==> src/rtl/pipe_skid_reg.sv <==
// Generic pipeline-stage register with a valid/ready handshake, global enable and flush.
// With SKID=1 a second entry absorbs one beat, so up_ready comes from state only.
// With SKID=0 a single register is used and up_ready passes dn_ready through.
module pipe_skid_reg #(
  parameter int unsigned       DATA_W     = 64,
  parameter int unsigned       SKID       = 1,
  parameter logic [DATA_W-1:0] RESET_VAL  = {DATA_W{1'b0}},
  parameter logic [DATA_W-1:0] FLUSH_MASK = {DATA_W{1'b1}}
) (
  input  logic              clk,
  input  logic              rst_n,
  input  logic              cpu_en,
  input  logic              flush,
  input  logic              up_valid,
  output logic              up_ready,
  input  logic [DATA_W-1:0] up_data,
  output logic              dn_valid,
  input  logic              dn_ready,
  output logic [DATA_W-1:0] dn_data,
  output logic [1:0]        occupancy
);

  logic [1:0]        occ_q, occ_d;
  logic [DATA_W-1:0] main_q, main_d;
  logic              active;
  logic              up_xfer;
  logic              dn_xfer;

  // Masked bits return to their reset value on flush; unmasked bits keep their contents.
  function automatic logic [DATA_W-1:0] flushed(input logic [DATA_W-1:0] v);
    return (v & ~FLUSH_MASK) | (RESET_VAL & FLUSH_MASK);
  endfunction

  assign active    = cpu_en & ~flush;
  assign dn_valid  = active & (occ_q != 2'd0);
  assign dn_xfer   = dn_valid & dn_ready;
  assign up_xfer   = active & up_valid & up_ready;
  assign dn_data   = main_q;
  assign occupancy = occ_q;

  if (SKID != 0) begin : g_skid
    logic [DATA_W-1:0] skid_q, skid_d;

    // Registered ready: depends only on the occupancy flops.
    assign up_ready = cpu_en & (occ_q != 2'd2);

    // Next-state for the two-entry buffer; main always holds the oldest entry.
    always_comb begin
      occ_d  = occ_q;
      main_d = main_q;
      skid_d = skid_q;
      if (cpu_en) begin
        if (flush) begin
          occ_d  = 2'd0;
          main_d = flushed(main_q);
          skid_d = flushed(skid_q);
        end else begin
          case (occ_q)
            2'd0: begin
              if (up_xfer) begin
                occ_d  = 2'd1;
                main_d = up_data;
              end
            end
            2'd1: begin
              if (up_xfer && dn_xfer) begin
                main_d = up_data;
              end else if (up_xfer) begin
                occ_d  = 2'd2;
                skid_d = up_data;
              end else if (dn_xfer) begin
                occ_d  = 2'd0;
              end
            end
            2'd2: begin
              if (dn_xfer) begin
                occ_d  = 2'd1;
                main_d = skid_q;
              end
            end
            default: ;
          endcase
        end
      end
    end

    // Skid payload register.
    always_ff @(posedge clk or negedge rst_n) begin
      if (!rst_n) begin
        skid_q <= RESET_VAL;
      end else begin
        skid_q <= skid_d;
      end
    end
  end else begin : g_noskid
    // Accept when empty or when the held beat leaves this same cycle.
    assign up_ready = active & ((occ_q == 2'd0) | dn_ready);

    // Next-state for the single-entry register.
    always_comb begin
      occ_d  = occ_q;
      main_d = main_q;
      if (cpu_en && flush) begin
        occ_d  = 2'd0;
        main_d = flushed(main_q);
      end else if (up_xfer) begin
        occ_d  = 2'd1;
        main_d = up_data;
      end else if (dn_xfer) begin
        occ_d  = 2'd0;
      end
    end
  end

  // Occupancy and main payload registers.
  always_ff @(posedge clk or negedge rst_n) begin
    if (!rst_n) begin
      occ_q  <= 2'd0;
      main_q <= RESET_VAL;
    end else begin
      occ_q  <= occ_d;
      main_q <= main_d;
    end
  end

endmodule

==> config.mk <==
export PLATFORM = sky130hd
export DESIGN_NAME = pipe_skid_reg
export DESIGN_NICKNAME = d
export VERILOG_FILES = /design/src/rtl/pipe_skid_reg.sv
export SDC_FILE = /design/constraint.sdc
export NUM_CORES = 1
export LEC_CHECK = 0
export ABC_CLOCK_PERIOD_IN_PS = 2230
export CORE_MARGIN = 3
export CORE_UTILIZATION = 45
export DETAILED_ROUTE_END_ITERATION = 12
export GPL_TIMING_DRIVEN = 0
export PLACE_DENSITY_LB_ADDON = 0.12
export SLEW_MARGIN = 10
export SYNTH_ARGS = -nofsm -noshare
export SYNTH_HDL_FRONTEND = slang
export SYNTH_SLANG_ARGS = --single-unit
==> constraint.sdc <==
create_clock -name clk -period 2.23 [get_ports clk]
set_clock_uncertainty 0.2 [all_clocks]
set_input_delay 0.446 -clock clk [delete_from_list [all_inputs] [get_ports clk]]
set_output_delay 0.446 -clock clk [all_outputs]
set_load 0.01 [all_outputs]
==> reports/metrics.yaml, run 1 <==
status: "finished, final reports clean"
drtIter0Drc: 235
hp-class: "primary input to flip-flop"
grt_usage_pct: 20.9
dpl_worst_slack_ns: -0.519
drc: 0
dp_hpwl_um: 8670
finalSetupTns_ns: 0
routed_wl_um: 13300
root_buffer: "clkbuf_16"
path_class: "flip-flop to flip-flop"
overflow: 0
die_width_um: 115
clk_latency_ns: 0.41
via_per_inst: 5.58
layout_min_cycle_time_ns: 2.13
cap_violations: 0
cts_tree: "done"
power_frac_seq_pct: 40.7
core_area_um2: 11500
switching_power_mw: 1.72
critPathCaptureType: "flip-flop"
path_max_fanout: 18
internal_power_mw: 4.99
wl_per_cell_um: 19.0
n_antenna_cell: 0
cts_buffer_depth: 2
cpPeakStageDelay_ns: 0.38
dieArea_um2: 13300
p_comb_share_pct: 21.4
drive_gt1_share_pct: 13.5
netlist_instances: 382
grt_max_degree: 72
cpMaxStageDelayCell: "dfrtp_1"
syn_area_per_cell_um2: 14.0
hold_slack_ns: 0.240
fillCellCount: 897
slew-limit-headroom_pct: 62.6
portBuffers: 136
ys_types: 25
cp.required_ns: 2.31
synth_seq_cells: 130
htreeDepth: 4
pwr_density_cell_nw_per_um2: 885
clk_pin_slew_ns: 0.05
arrival_ns: 2.21
crit_family: "buffers and inverters"
nNetsFinal: 615
ys_seq_area_share_pct: 60.6
grt_pass1_wl_um: 21500
gp_congestion: 0.795
cts.sinks: 130
p_leak_nw: 3.29
tightest_slew_ns: 0.561
swShare_pct: 25.7
ys_warn_count: 0
syn_area_um2: 5370
cts_buffers: 17
vias: 3909
fmax_ghz: 0.470
first_pass_iters: 4
post-route-util_pct: 65.9
min_period_over_period_pct: 95.4
ant_nets: 0
multi_input_area_um2: 1950
worst-path-buf-inv: 4
cp-start-kind: "flip-flop"
setup_slack_ns: 0.103
initial_utilization_pct: 46.6
mappedNetlistNets: 452
seq_area_um2: 3250
grt_pass1_vias: 4043
slew_violations: 0
antenna_found_initial: 0
setup_viol: 0
area_growth_pct: 41.4
pwr-share-clk_pct: 37.9
path_cells: "buf_6, nor2b_4, buf_12, buf_4, clkbuf_4, mux2i_1, o2bb2ai_1"
fp-row-count: 39
finalHoldViolations: 0
ir_drop_uv: 464
rsz0062_at_grt: "no"
ios: 138
dieHeight_um: 115
metal layers:
metal | GRT usage (%) | up-vias | share of wire [%] | wire length [um]
met4 | 7.04 | 0 | 0.93 | 124
met5 | 0 | - | 0 | 0
met1 | 29.8 | 1961 | 47 | 6240
li1 | - | 1821 | - | -
met2 | 30.6 | 117 | 47 | 6220
met3 | 6.42 | 10 | 5.5 | 727
power groups by stage:
stage	sequential (mW)	combinational (mW)	clock (mW)
6_report	2.73	1.44	2.54
5_1_grt	2.76	1.55	2.71
4_1_cts	2.74	1.42	2.58
3_5_place_dp	2.77	1.39	0
3_3_place_gp	2.77	1.37	0
2_1_floorplan	2.83	0.597	0
path summary, 6_finish.rpt:
check	slack, ns	cells past startpoint	end	start
worst max-delay path	0.10	7	dn_data[47]	occupancy[0]
min in group asynchronous	0.37	2	dn_data[25]	rst_n
worst min-delay path	0.24	2	occupancy[1]	cpu_en
worst min register to register	0.29	1	dn_data[63]	dn_data[63]
worst max register to register	0.10	7	dn_data[47]	occupancy[0]
max in group asynchronous	0.72	3	g_skid.skid_q[54]	rst_n
state kept, by name, summed over array words and instances, names as in the netlist:
| name | cells |
|---|---|
| occupancy | 2 |
| g_skid.skid_q | 64 |
| dn_data | 64 |
placed cells by master (no fill, tap or decap), drive strengths merged, types with 3 or more instances in the layout:
cell type	Yosys	routed
a22o	64	64
o21ai	3	3
dfrtp	130	130
o2bb2ai	64	64
nand2	3	3
mux2i	64	64
nand2b	4	4
clkbuf	4	29
clkinv	0	5
nor2b	3	3
buf	30	38
clkdlybuf4s50	0	132
cell families after synthesis:
family                 share of synthesized area, %
AO/OA/AOI/OAI                                  22.2
flip-flops                                     60.6
multiplexers                                   11.9
AND/OR/NAND/NOR                                1.61
buffers and inverters                          3.59
Yosys cell counts (all sizes together):
cell type	instances	area share, %
dfrtp	130	61
inv	2	0.14
clkbuf	4	0.56
nor2b	3	0.40
nor3	2	0.28
nand2	3	0.21
a32o	1	0.19
o2bb2ai	64	10
and3	1	0.12
o21ai	3	0.56
a21oi	1	0.093
mux2i	64	12
a211o	1	0.16
nor2	2	0.14
o22ai	1	0.12
a31oi	2	0.23
buf	30	2.9
nand2b	4	0.47
a22o	64	10
what timing repair did:
| item | 4_1_cts | 5_1_grt |
|---|---|---|
| pin swaps | 0 | 1 |
| hold buffers | 1 | 0 |
| resized for setup | 12 | 3 |
| endpoints found under the hold margin | 59 | 0 |
| setup buffers | 1 | 6 |
| setup endpoints to repair | 62 | 65 |
worst register-to-register path, delay by kind of cell, from the launching register on:
family          cells  cell delay, ns
flops               1            0.38
simple gates        1            0.15
buf+inv             4            0.88
mux                 1            0.28
compound gates      1            0.10
area by class of cell:
class,count,share of cell area [%]
tap,143,2.36
buffer,33,2.59
multi-input combinational,216,25.7
inverter,2,0.0989
clock buffer,25,6.40
sequential,130,42.9
clock inverter,6,0.726
timing repair buffer,145,19.3
through the flow:
stage          power, mW  cell area (um^2)  std cells
2_1_floorplan       3.43              5370        382
3_3_place_gp        4.14              6910        661
3_5_place_dp        4.16              6940        662
4_1_cts             6.74              7520        694
5_1_grt             7.02              7590        700
6_report            6.72              7590        700
Note: power is estimated with default switching activity, not from simulation.
==> inputs of run 2 (changes only) <==
--- a/config.mk
+++ b/config.mk
@@ -6,7 +6,7 @@
 export NUM_CORES = 1
 export LEC_CHECK = 0
 export ABC_CLOCK_PERIOD_IN_PS = 2230
-export CORE_MARGIN = 3
+export CORE_MARGIN = 10
 export CORE_UTILIZATION = 45
 export DETAILED_ROUTE_END_ITERATION = 12
 export GPL_TIMING_DRIVEN = 0
==> run 2 against run 1 <==
- die area increased by 26%
- routed wire length rose by 6.7%
- highest routed layer unchanged
- critical endpoint is now up_ready
- sequential power barely moved
- first-iteration DRC count is 8.9% higher
- critical path type is now flip-flop to output port
- largest cell class unchanged
- register-to-register slack improved by 0.04 ns
- setup slack lost 0.034 ns
- critical path depth shrank 2
==> reports/metrics.yaml, run 2 (synthesized netlist as in run 1, its figures left out) <==
status: "finished, final reports clean"
cp.required_ns: 1.58  # -0.73 ns
worstReg2RegEnd: "dn_data[33]"
fillCellCount: 894  # -0.33%
clk_latency_ns: 0.41  # about the same
n_antenna_cell: 0  # unchanged
met3_usage_pct: 5.95  # -0.47 points
dieArea_um2: 16700  # +26%
gp_congestion: 0.796  # +0.13%
hold_slack_ns: 0.188  # -0.0521 ns
swShare_pct: 26.0  # +0.33 points
dp_hpwl_um: 9660  # +11%
pwr_density_cell_nw_per_um2: 887  # +0.13%
arrival_ns: 1.51  # -0.70 ns
clk_pin_slew_ns: 0.05  # about the same
core_area_um2: 11600  # +0.42%
fmax_ghz: 0.463  # -1.6%
internal_power_mw: 4.95  # -0.80%
final_common_cell: "clkdlybuf4s50_1"
power_mw: 6.69  # -0.36%
cts_buffers: 17  # unchanged
finalSetupTns_ns: 0  # unchanged
area_growth_pct: 40.7
nNetsFinal: 612  # -0.49%
grt_max_degree: 80  # +11%
drive_gt1_share_pct: 13.2  # -0.29 points
portBuffers: 136  # unchanged
path_class: "flip-flop to output port"
ant_nets: 0  # unchanged
first_pass_iters: 4  # unchanged
reg2reg_depth: 7  # unchanged
grt.met2_usage_pct: 26.0  # -4.7 points
ios: 138  # unchanged
min_to: "occupancy[1]"
pwr-share-clk_pct: 37.8  # about the same
use_met1_pct: 22.4  # -7.3 points
routed_wl_um: 14200  # +6.7%
setup_viol: 0  # unchanged
min_period_over_period_pct: 96.9  # +1.5 points
layout_min_cycle_time_ns: 2.16  # +0.0337 ns
grt_pass1_wl_um: 22800  # +6.4%
grt-busiest-layer: "met2"
initial_utilization_pct: 46.4  # -0.20 points
p_leak_nw: 3.27  # -0.63%
drtIter0Drc: 256  # +8.9%
vias: 3931  # +0.56%
p_comb_share_pct: 21.2  # -0.2 points
grt_usage_pct: 17.2  # -3.7 points
finalHoldViolations: 0  # unchanged
worstHoldStart: "cpu_en"
htreeDepth: 4  # unchanged
cts.sinks: 130  # unchanged
hold_depth: 2  # unchanged
power_frac_seq_pct: 40.9  # +0.2 points
ir_drop_uv: 468  # +1.1%
switching_power_mw: 1.74  # +0.91%
cts_tree: "done"
reg2reg_slack_ns: 0.14  # +0.04 ns
tightest_slew_ns: 0.497  # -0.0646 ns
cts_buffer_depth: 2  # unchanged
slew-limit-headroom_pct: 66.9  # +4.3 points
grt_pass1_vias: 4253  # +5.2%
path_max_fanout: 9  # -9
post-route-util_pct: 65.3  # -0.60 points
multi_input_area_um2: 1930  # -0.77%
slew_violations: 0  # unchanged
cap_violations: 0  # unchanged
overflow: 0  # unchanged
antenna_found_initial: 0  # unchanged
root_buffer: "clkbuf_16"
drc: 0  # unchanged
via_per_inst: 5.64  # +1.0%
seq_area_um2: 3250  # unchanged
dieHeight_um: 129  # +12%
critPathCaptureType: "output port"
wl_per_cell_um: 20.4  # +7.2%
cp-start-kind: "flip-flop"
fp-row-count: 39  # unchanged
r2r_start: "occupancy[0]"
die_width_um: 129  # +12%
layout_common_cells: "132 x clkdlybuf4s50_1, 129 x dfrtp_1, 64 x a22o_1, 64 x mux2i_1, 64 x o2bb2ai_1"
hp-class: "primary input to flip-flop"
==> run 2: cell types whose count changed in the layout (fill, tap and decap cells not counted), sizes merged <==
cell,before,now
buf,38,35
bufinv,1,0
clkbuf,29,30
==> run 2: power groups by stage <==
| stage | clock (mW) | sequential [mW] | combinational, mW |
|---|---|---|---|
| final | 2.53 | 2.74 | 1.42 |
| after global routing | 2.68 | 2.77 | 1.54 |
| after CTS | 2.58 | 2.74 | 1.43 |
| after detailed placement | 0 | 2.77 | 1.41 |
| after global placement | 0 | 2.77 | 1.38 |
| after floorplan | 0 | 2.83 | 0.597 |
==> run 2: worst max-delay path by stage <==
stage | startpoint | end | slack [ns] | depth (start not counted)
floorplan | occupancy[1] | up_ready | 0.38 | 4
global placement | rst_n | g_skid.skid_q[59] | -4.58 | 1
detailed placement | up_valid | g_skid.skid_q[2] | -0.53 | 6
CTS | occupancy[1] | up_ready | 0.008 | 4
global route | occupancy[0] | up_ready | -0.000008 | 5
finish | occupancy[0] | up_ready | 0.07 | 5
==> run 2: layout make-up <==
type / instances / share of cell area (%)
flip-flops and latches: 130 / 43.1
multi-input cells: 216 / 25.6
repair buffers: 142 / 19.1
clock buffers: 26 / 6.88
plain buffers: 33 / 2.55
well taps: 143 / 2.37
clock inverters: 5 / 0.331
inverters: 2 / 0.0994
==> run 2: metal layers <==
| metal | routed length (um) | up-vias |
|---|---|---|
| li1 | - | 1800 |
| met1 | 6470 | 1990 |
| met5 | 0 | - |
| met4 | 203 | 0 |
| met3 | 1060 | 16 |
| met2 | 6470 | 125 |
==> run 2: per-stage QoR <==
step	std cells	worst slack [ns]	cell area [um^2]
final	697	0.0697	7550
after global routing	697	-0.00000822	7550
after CTS	694	0.00790	7510
after detailed placement	662	-0.527	6940
after global placement	661	-4.58	6910
after floorplan	382	0.380	5370
==> run 2: timing repair <==
item | in CTS | in global routing
pin swaps | 0 | 1
endpoints found under the setup margin | 62 | 61
resized for setup | 9 | 3
hold buffers | 1 | 0
hold endpoints to repair | 51 | 0
buffers inserted | 1 | 3
==> run 2: worst max-delay path, stage by stage, from the launching register on <==
cell and delay, ns:
dfrtp_1 0.39, buf_4 0.17, nor2b_4 0.16, buf_12 0.12, nor2b_1 0.04, clkdlybuf4s15_1 0.23
